## src/rtl/cpu_pkg.sv

```systemverilog
// Shared definitions for the small CPU core: default widths, the HALT opcode
// and the fetch-sequencer state encoding.
package cpu_pkg;

    localparam int PC_W_DEF    = 8;
    localparam int INSTR_W_DEF = 8;

    localparam logic [3:0] OPC_HALT = 4'b1111;

    typedef enum logic [1:0] {
        ST_IDLE  = 2'd0,
        ST_FETCH = 2'd1,
        ST_EXEC  = 2'd2,
        ST_HALT  = 2'd3
    } fetch_state_t;

endpackage

```

## src/rtl/program_counter.sv

```systemverilog
// Program counter register: load a target, increment with natural wraparound,
// or hold. Load wins if both are requested.
module program_counter #(
    parameter int PC_W = 8
) (
    input  logic            clk,
    input  logic            rst_n,
    input  logic            load,
    input  logic            inc,
    input  logic [PC_W-1:0] load_addr,
    output logic [PC_W-1:0] pc
);

    always_ff @(posedge clk or negedge rst_n) begin
        if (!rst_n) begin
            pc <= '0;
        end else if (load) begin
            pc <= load_addr;
        end else if (inc) begin
            pc <= pc + 1'b1;
        end
    end

endmodule

```

## src/rtl/fetch_unit.sv

```systemverilog
// Instruction fetch sequencer: IDLE -> FETCH (request until ack) -> EXEC
// (hold on stall, then halt, jump or fall through) -> FETCH, with HALT terminal.
module fetch_unit
    import cpu_pkg::*;
#(
    parameter int PC_W    = PC_W_DEF,
    parameter int INSTR_W = INSTR_W_DEF
) (
    input  logic               clk,
    input  logic               rst_n,
    output logic               imem_req,
    output logic [PC_W-1:0]    imem_addr,
    input  logic               imem_ack,
    input  logic [INSTR_W-1:0] imem_rdata,
    output logic [3:0]         opcode,
    output logic [3:0]         operand,
    output logic               instr_valid,
    input  logic               jmp_sel,
    input  logic [PC_W-1:0]    jmp_addr,
    input  logic               stall,
    output logic [PC_W-1:0]    pc_out,
    output logic               halted,
    output logic [1:0]         state_dbg
);

    // imem handshake: imem_req is high for every FETCH cycle and the word is
    // taken on the first cycle where imem_req && imem_ack; ack is ignored otherwise.

    fetch_state_t       state, state_nxt;
    logic [INSTR_W-1:0] ir;
    logic               ir_load;
    logic               pc_inc;
    logic               pc_load;
    logic [PC_W-1:0]    pc;

    program_counter #(.PC_W(PC_W)) u_pc (
        .clk       (clk),
        .rst_n     (rst_n),
        .load      (pc_load),
        .inc       (pc_inc),
        .load_addr (jmp_addr),
        .pc        (pc)
    );

    always_ff @(posedge clk or negedge rst_n) begin
        if (!rst_n) begin
            state <= ST_IDLE;
            ir    <= '0;
        end else begin
            state <= state_nxt;
            if (ir_load) begin
                ir <= imem_rdata;
            end
        end
    end

    always_comb begin
        state_nxt = state;
        ir_load   = 1'b0;
        pc_inc    = 1'b0;
        pc_load   = 1'b0;
        case (state)
            ST_IDLE: state_nxt = ST_FETCH;
            ST_FETCH: begin
                if (imem_ack) begin
                    ir_load   = 1'b1;
                    pc_inc    = 1'b1;
                    state_nxt = ST_EXEC;
                end
            end
            ST_EXEC: begin
                // HALT outranks a taken jump; the PC stays at the post-increment value.
                if (!stall) begin
                    if (opcode == OPC_HALT) begin
                        state_nxt = ST_HALT;
                    end else begin
                        pc_load   = jmp_sel;
                        state_nxt = ST_FETCH;
                    end
                end
            end
            ST_HALT: state_nxt = ST_HALT;
            default: state_nxt = ST_IDLE;
        endcase
    end

    assign imem_req    = (state == ST_FETCH);
    assign imem_addr   = pc;
    assign instr_valid = (state == ST_EXEC);
    assign halted      = (state == ST_HALT);
    assign opcode      = ir[INSTR_W-1 -: 4];
    assign operand     = ir[3:0];
    assign pc_out      = pc;
    assign state_dbg   = state;

endmodule

```

## config.mk

```make
export PLATFORM = sky130hd
export DESIGN_NAME = fetch_unit
export DESIGN_NICKNAME = d
export VERILOG_FILES = /design/src/rtl/cpu_pkg.sv /design/src/rtl/program_counter.sv /design/src/rtl/fetch_unit.sv
export SDC_FILE = /design/constraint.sdc
export NUM_CORES = 1
export LEC_CHECK = 0
export CAP_MARGIN = 10
export CORE_MARGIN = 5
export CORE_UTILIZATION = 38
export DETAILED_ROUTE_END_ITERATION = 7
export PLACE_DENSITY_LB_ADDON = 0.2
export SETUP_SLACK_MARGIN = 0.3
export SLEW_MARGIN = 10
export SYNTH_ARGS = -nofsm -noshare
export SYNTH_HDL_FRONTEND = slang
export SYNTH_SLANG_ARGS = --single-unit
```

## constraint.sdc

```tcl
create_clock -name clk -period 1.75 [get_ports clk]
set_input_delay 0.2625 -clock clk [delete_from_list [all_inputs] [get_ports clk]]
set_output_delay 0.2625 -clock clk [all_outputs]
set_load 0.02 [all_outputs]
```

==> summary.md, run 1 <==
| Metric | Value |
|---|---|
| Htree depth | `1` |
| Final hold slack | `0.260 ns` |
| Max Buffers Root-to-Sink | `2` |
| DP HPWL | `between 1500 and 2000 um` |
| Top FF cell, synth | `dfrtp_1` |
| Final period utilization | `slightly above 80%` |
| Metal2 WL | `approximately 1300 um` |
| Wl on met1 | `around 970 um` |
| NumNets Final | `~170` |
| Cell leakage power | `just over 0.7 nW` |
| Cells after Synth | `a little over 100` |
| Vias in the first global route | `between 900 and 1000` |
| Clock transition at the registers of the reported paths | `0.11 ns` |
| Total CTS buffers | `3` |
| Core area | `2430 um^2` |
| Hold crit path type | `input pin to asynchronous set/reset pin` |
| Max layer used | `met4` |
| GR Overflow Total | `0` |
| # rows | `18` |
| Syn Area/Cell | `roughly 9.4 um^2` |
| Cell variety after synth | `28` |
| Final Skew | `0.00254 ns` |
| Die area | `3590 um^2` |
| First-pass GRT wire length | `around 4200 um` |
| Maximum fanout along the worst path | `7` |
| Top cells by count, synth | `nand2_1 (29), dfrtp_1 (18), buf_4 (9), a21oi_1 (6), nor2_1 (5)` |
| Clock net sink count | `18` |
| Worst VDD drop | `~0.00096 V` |
| # diodes | `0` |
| Final min period | `~1.4 ns` |
| Tightest Pin Transition | `0.418 ns` |
| Final WL | `between 2000 and 3000 um` |
| TNS Setup | `0 ns` |
| Synth area leader | `dfrtp_1` |
| Fin. Hold Viols | `0` |
| Top cells by area, synth | `dfrtp_1 (48%), nand2_1 (11%), buf_4 (7.1%), a21oi_1 (3.2%), a221o_1 (3.2%)` |
| Antenna Nets Post-Route | `0` |
| Most frequent cell after synthesis | `nand2_1` |
| DR vias/cell | `around 5.0` |
| Die X | `approximately 60 um` |
| Largest net degree at the start of global routing | `11` |
| CTS tree | `built` |
| Critical path class | `flop to flop` |
| Syn nets | `123` |
| Placed Cells | `~170` |
| Pins Over Slew Limit | `0` |
| Area grow syn2layout | `53.8%` |
| Clock Latency Late Sink | `a little under 0.3 ns` |
| Status | `complete, no violations` |
| Die Y | `roughly 60 um` |
| Setup-failing EPs final | `0` |
| Fraction of layout cells with a size suffix above 1 | `18.7%` |
| CTS Root Cell | `clkbuf_4` |
| Router iterations before antenna repair | `4` |
| GPL Wtd Cong | `between 0.7 and 0.8` |
| Power Total | `~0.0024 W` |
| Register area share after synthesis | `47.6%` |
| Crit end category | `flop` |
| Initial core utilization | `about two fifths` |
| Overall routing resource usage | `between 10% and 20%` |
| FMAX | `between 700 and 800 MHz` |
| Initial antenna violation count | `0` |
| PortBufs | `between 40 and 50` |
| Number of max-cap violations | `0` |
| Post-synth EDFFs | `0` |
| Worst setup SP type | `flop` |
| Worst path required time | `slightly below 2 ns` |
| Wire per inst | `between 10 and 15 um` |
| Initial detailed-routing violation count | `19` |
| Pre-CTS setup slack | `approximately 0.035 ns` |
| Final worst setup slack | `0.330 ns` |
| Ys async rst share | `100%` |
| Ports | `50` |
| Max_slew headroom | `72.1%` |
| Ys Warns | `0` |
| Routed vias | `896` |
| Share of the synthesized area in the top cell type | `47.6%` |
| Crit path DAT | `~1.6 ns` |
| Met3 WL | `approximately 190 um` |
| Drc violations | `0` |
| PD cells | `about 1700 nW/um^2` |
| Yosys reg bits | `18` |
| RSZ-0062 raised after global routing | `yes` |
| Hold_buf cts | `0` |
| Non-filler instance count after layout | `180` |
| Syn Std Cell Area | `about 950 um^2` |
stage by stage:
stage               utilization (%)  instance area (um^2)
floorplan                         -                   950
global placement               59.0                  1430
detailed placement             59.0                  1430
CTS                            59.5                  1450
global route                   59.9                  1460
finish                         59.9                  1460
logic make-up (layout without fill, tap and decap cells):
family	count (synthesis)	after routing	share of synthesized area (%)
DFF	18	18	47.6
adders and majority gates	1	1	1.32
and+or+nand+nor	49	49	24.7
buffers and inverters	13	62	9.77
xor gates and xnor gates	3	3	2.77
AOI/OAI and AO/OA	16	16	12.8
muxes	1	1	1.06
sequential cells by signal (all words and copies together), names as in the netlist:
name,cells
ir,8
u_pc.pc,8
state_dbg,2
worst max-delay path: stages, from the launching register on:
cell,delay [ns]
dfrtp_2,0.45
nand3b_2,0.30
nor4_2,0.34
xnor2_1,0.17
o21ai_2,0.06
report_power, final:
group	switching, W	internal, W
combinational	0.000753	0.000575
clock	0.000131	0.000127
sequential	0.000211	0.000611
total	0.00109	0.00131
placed cells by master (no fill, tap or decap), drive strengths merged, types with 2 or more instances in the layout:
master / Yosys / final
nor2: 5 / 5
nor3: 4 / 4
xnor2: 2 / 2
clkbuf: 0 / 5
dfrtp: 18 / 18
nand3: 3 / 3
o21ai: 3 / 3
nand2: 29 / 29
a221o: 3 / 3
dlygate4sd2: 0 / 26
and3: 2 / 2
a21oi: 6 / 6
buf: 12 / 9
clkdlybuf4s50: 0 / 20
final timing paths:
path	from	end	slack [ns]	depth (start not counted)
min	rst_n	u_pc.pc[6]$_DFFE_PN0P_	0.26	1
min reg2reg	ir[2]$_DFFE_PN0P_	ir[2]$_DFFE_PN0P_	0.48	2
min in group clk	ir[2]$_DFFE_PN0P_	ir[2]$_DFFE_PN0P_	0.48	2
max reg2reg	state_dbg[1]$_DFFE_PN0P_	u_pc.pc[7]$_DFFE_PN0P_	0.33	4
max	state_dbg[1]$_DFFE_PN0P_	u_pc.pc[7]$_DFFE_PN0P_	0.33	4
max in group asynchronous	rst_n	u_pc.pc[0]$_DFFE_PN0P_	0.99	2
cell type report:
type	instances	area (um^2)
clock buffers	4	36.3
fillers	224	976
repair buffers	57	509
flip-flops and latches	18	457
multi-input cells	70	413
inverters	1	3.75
well taps	30	37.5
repair_timing:
item | 4_1_cts | 5_1_grt
pin swaps | 0 | 3
gates cloned | 0 | 0
buffers inserted | 1 | 1
resized for setup | 34 | 9
setup endpoints to repair | 30 | 16
metal layers:
metal,global-route usage (%),vias to the layer above
li1,-,434
met4,6.01,0
met1,17.2,425
met3,3.02,2
met5,0,-
met2,27.9,35
Note: power is estimated with default switching activity, not from simulation.
==> run 2, diff against run 1 <==
Clock period 1.75 ns to 1.43 ns, I/O delays scaled along.
==> run 2 against run 1 <==
  * Clock power grew 22%
  * Power grew 56%
  * Combinational power grew 82%
  * Final cell count grew 15%
  * First-iteration DRC count grew 47%
  * Sequential cell count is the same
  * Critical endpoint is now u_pc.pc[3]$_DFFE_PN0P_
  * Critical path type unchanged
  * Sequential power grew 24%
  * Register-to-register slack lost 0.31 ns
==> summary.md, run 2 (same netlist as run 1, synthesis figures left out) <==
| Metric | Value |
|---|---|
| Crit. Startpoint | `state_dbg[0]$_DFFE_PN0P_` |
| Power Total | `between 0.003 and 0.004 W` |
| FMAX | `approximately 710 MHz` |
| Largest net degree at the start of global routing | `19` |
| Setup-failing EPs final | `0` |
| Wl on met1 | `about 1200 um` |
| GR Overflow Total | `0` |
| Router iterations before antenna repair | `4` |
| Clock Latency Late Sink | `approximately 0.29 ns` |
| Status | `complete, no violations` |
| Htree depth | `1` |
| Clock transition at the registers of the reported paths | `between 0.1 and 0.15 ns` |
| Max layer used | `met4` |
| Design Area, Final | `1750 um^2` |
| Initial detailed-routing violation count | `28` |
| Worst path required time | `~1.6 ns` |
| Final period utilization | `between 90% and 100%` |
| Fin. Hold Viols | `0` |
| Most common cell after layout, fill and taps aside | `buf_4` |
| Area grow syn2layout | `85.2%` |
| Critical path class | `flop to flop` |
| Fillers | `200` |
| Drc violations | `0` |
| DP HPWL | `roughly 2000 um` |
| Total CTS buffers | `3` |
| Initial antenna violation count | `0` |
| Top delay family on crit path | `flip-flops` |
| CTS Root Cell | `clkbuf_4` |
| Final WL | `3320 um` |
| Crit end category | `flop` |
| Worst setup SP type | `flop` |
| GPL Wtd Cong | `approximately 0.7` |
| Worst r2r path cells | `4` |
| Core area | `between 2000 and 2500 um^2` |
| Final Skew | `0.00754 ns` |
| PD cells | `between 2000 and 2500 nW/um^2` |
| Ports | `50` |
| Crit path cell chain | `nor2b_4 -> and3_4 -> o21ai_1 -> a221o_1` |
| Pins Over Slew Limit | `0` |
| Reg2Reg Setup Slack | `approximately 0.017 ns` |
| DR vias/cell | `5.09` |
| Routed vias | `1054` |
| Number of max-cap violations | `0` |
| Worst VDD drop | `around 0.0013 V` |
| Met3 WL | `between 200 and 250 um` |
| Overall routing resource usage | `a little under a fifth` |
| Clock net sink count | `18` |
| RSZ-0062 raised after global routing | `yes` |
| Antenna Nets Post-Route | `0` |
| Max stage delay on crit path | `0.50 ns` |
| FF-to-FF End | `u_pc.pc[3]$_DFFE_PN0P_` |
| Final min period | `1.41 ns` |
| CP Buf/Inv Count | `0` |
| Most frequent cells in the layout | `buf_4 (27), nand2_1 (20), buf_6 (20), clkdlybuf4s50_1 (20), buf_2 (16)` |
| Wire per inst | `~16 um` |
| First-pass GRT wire length | `4930 um` |
| Maximum fanout along the worst path | `8` |
| Initial core utilization | `about 40%` |
| Tightest Pin Transition | `around 0.24 ns` |
| Crit path DAT | `about 1.6 ns` |
| CTS tree | `built` |
| Max_slew headroom | `84.0%` |
| Max Buffers Root-to-Sink | `2` |
| Die Y | `approximately 60 um` |
| Hold crit path type | `input pin to asynchronous set/reset pin` |
| PortBufs | `about 50` |
| R2r startpoint | `state_dbg[0]$_DFFE_PN0P_` |
| NumNets Final | `200` |
| Fraction of layout cells with a size suffix above 1 | `between 50% and 60%` |
| Hold_buf cts | `0` |
| # diodes | `0` |
| Critical path's slowest cell | `dfrtp_2` |
| Area post-placement | `between 1000 and 1500 um^2` |
| Vias in the first global route | `around 1100` |
| Cell leakage power | `just under 0.9 nW` |
| Die area | `~3600 um^2` |
| Metal2 WL | `1880 um` |
| Die X | `approximately 60 um` |
| Final hold slack | `0.238 ns` |
| # rows | `18` |
[run 2: cell count changes in the layout (fill, tap and decap cells not counted), moves of 9 or more]
| cell | delta |
|---|---|
| dlygate4sd2_1 | -26 |
| nand2_2 | +9 |
| nand2_1 | -9 |
| buf_2 | +15 |
| buf_6 | +20 |
| buf_4 | +19 |
[run 2: repair_timing]
action,in CTS,in global routing
resized for setup,152,24
setup buffers,15,8
cloned,2,0
setup endpoints to repair,46,38
pin swaps,18,2
[run 2: worst max path at each step]
stage,end,slack (ns),depth (start not counted)
final,u_pc.pc[3]$_DFFE_PN0P_,0.02,4
after global routing,u_pc.pc[3]$_DFFE_PN0P_,-0.04,4
after CTS,u_pc.pc[2]$_DFFE_PN0P_,0.07,4
after detailed placement,u_pc.pc[2]$_DFFE_PN0P_,-0.24,5
after global placement,u_pc.pc[2]$_DFFE_PN0P_,-0.21,5
after floorplan,u_pc.pc[2]$_DFFE_PN0P_,-0.04,5
[run 2: worst register-to-register path: cells and delay by family (launching register included)]
family | cells | cell delay, ns
simple gates | 2 | 0.42
compound gates | 2 | 0.38
flops | 1 | 0.50
[run 2: metrics by stage]
step           TNS, ns  util, %  setup slack [ns]  instances
5_1_grt        -0.0855     72.1           -0.0415        207
4_1_cts              0     66.3            0.0668        199
3_5_place_dp     -2.38     60.8            -0.244        178
2_1_floorplan  -0.0936        -           -0.0420        101
3_3_place_gp     -1.82     60.8            -0.209        178
6_report             0     72.1            0.0169        207
[run 2: layer usage]
layer  global-route usage, %  up-vias
li1                        -      493
met1                    20.9      516
met2                    34.1       41
met3                    3.67        4
met4                    4.43        0
met5                       0        -
[run 2: final cells by class]
class | instances | area [um^2] | area share (%)
Sequential cell | 18 | 462 | 26.3
Tap cell | 30 | 37.5 | 2.14
Multi-Input combinational cell | 71 | 507 | 28.9
Timing Repair Buffer | 83 | 708 | 40.4
Inverter | 1 | 3.75 | 0.214
Clock buffer | 4 | 36.3 | 2.07
[run 2: power breakdown]
group,leakage [nW],switching [W],internal (W),total (W)
logic,0.643,0.00120,0.00122,0.00242
registers,0.208,0.000264,0.000758,0.00102
clock network,0.0210,0.000160,0.000155,0.000315
total,0.872,0.00162,0.00213,0.00375
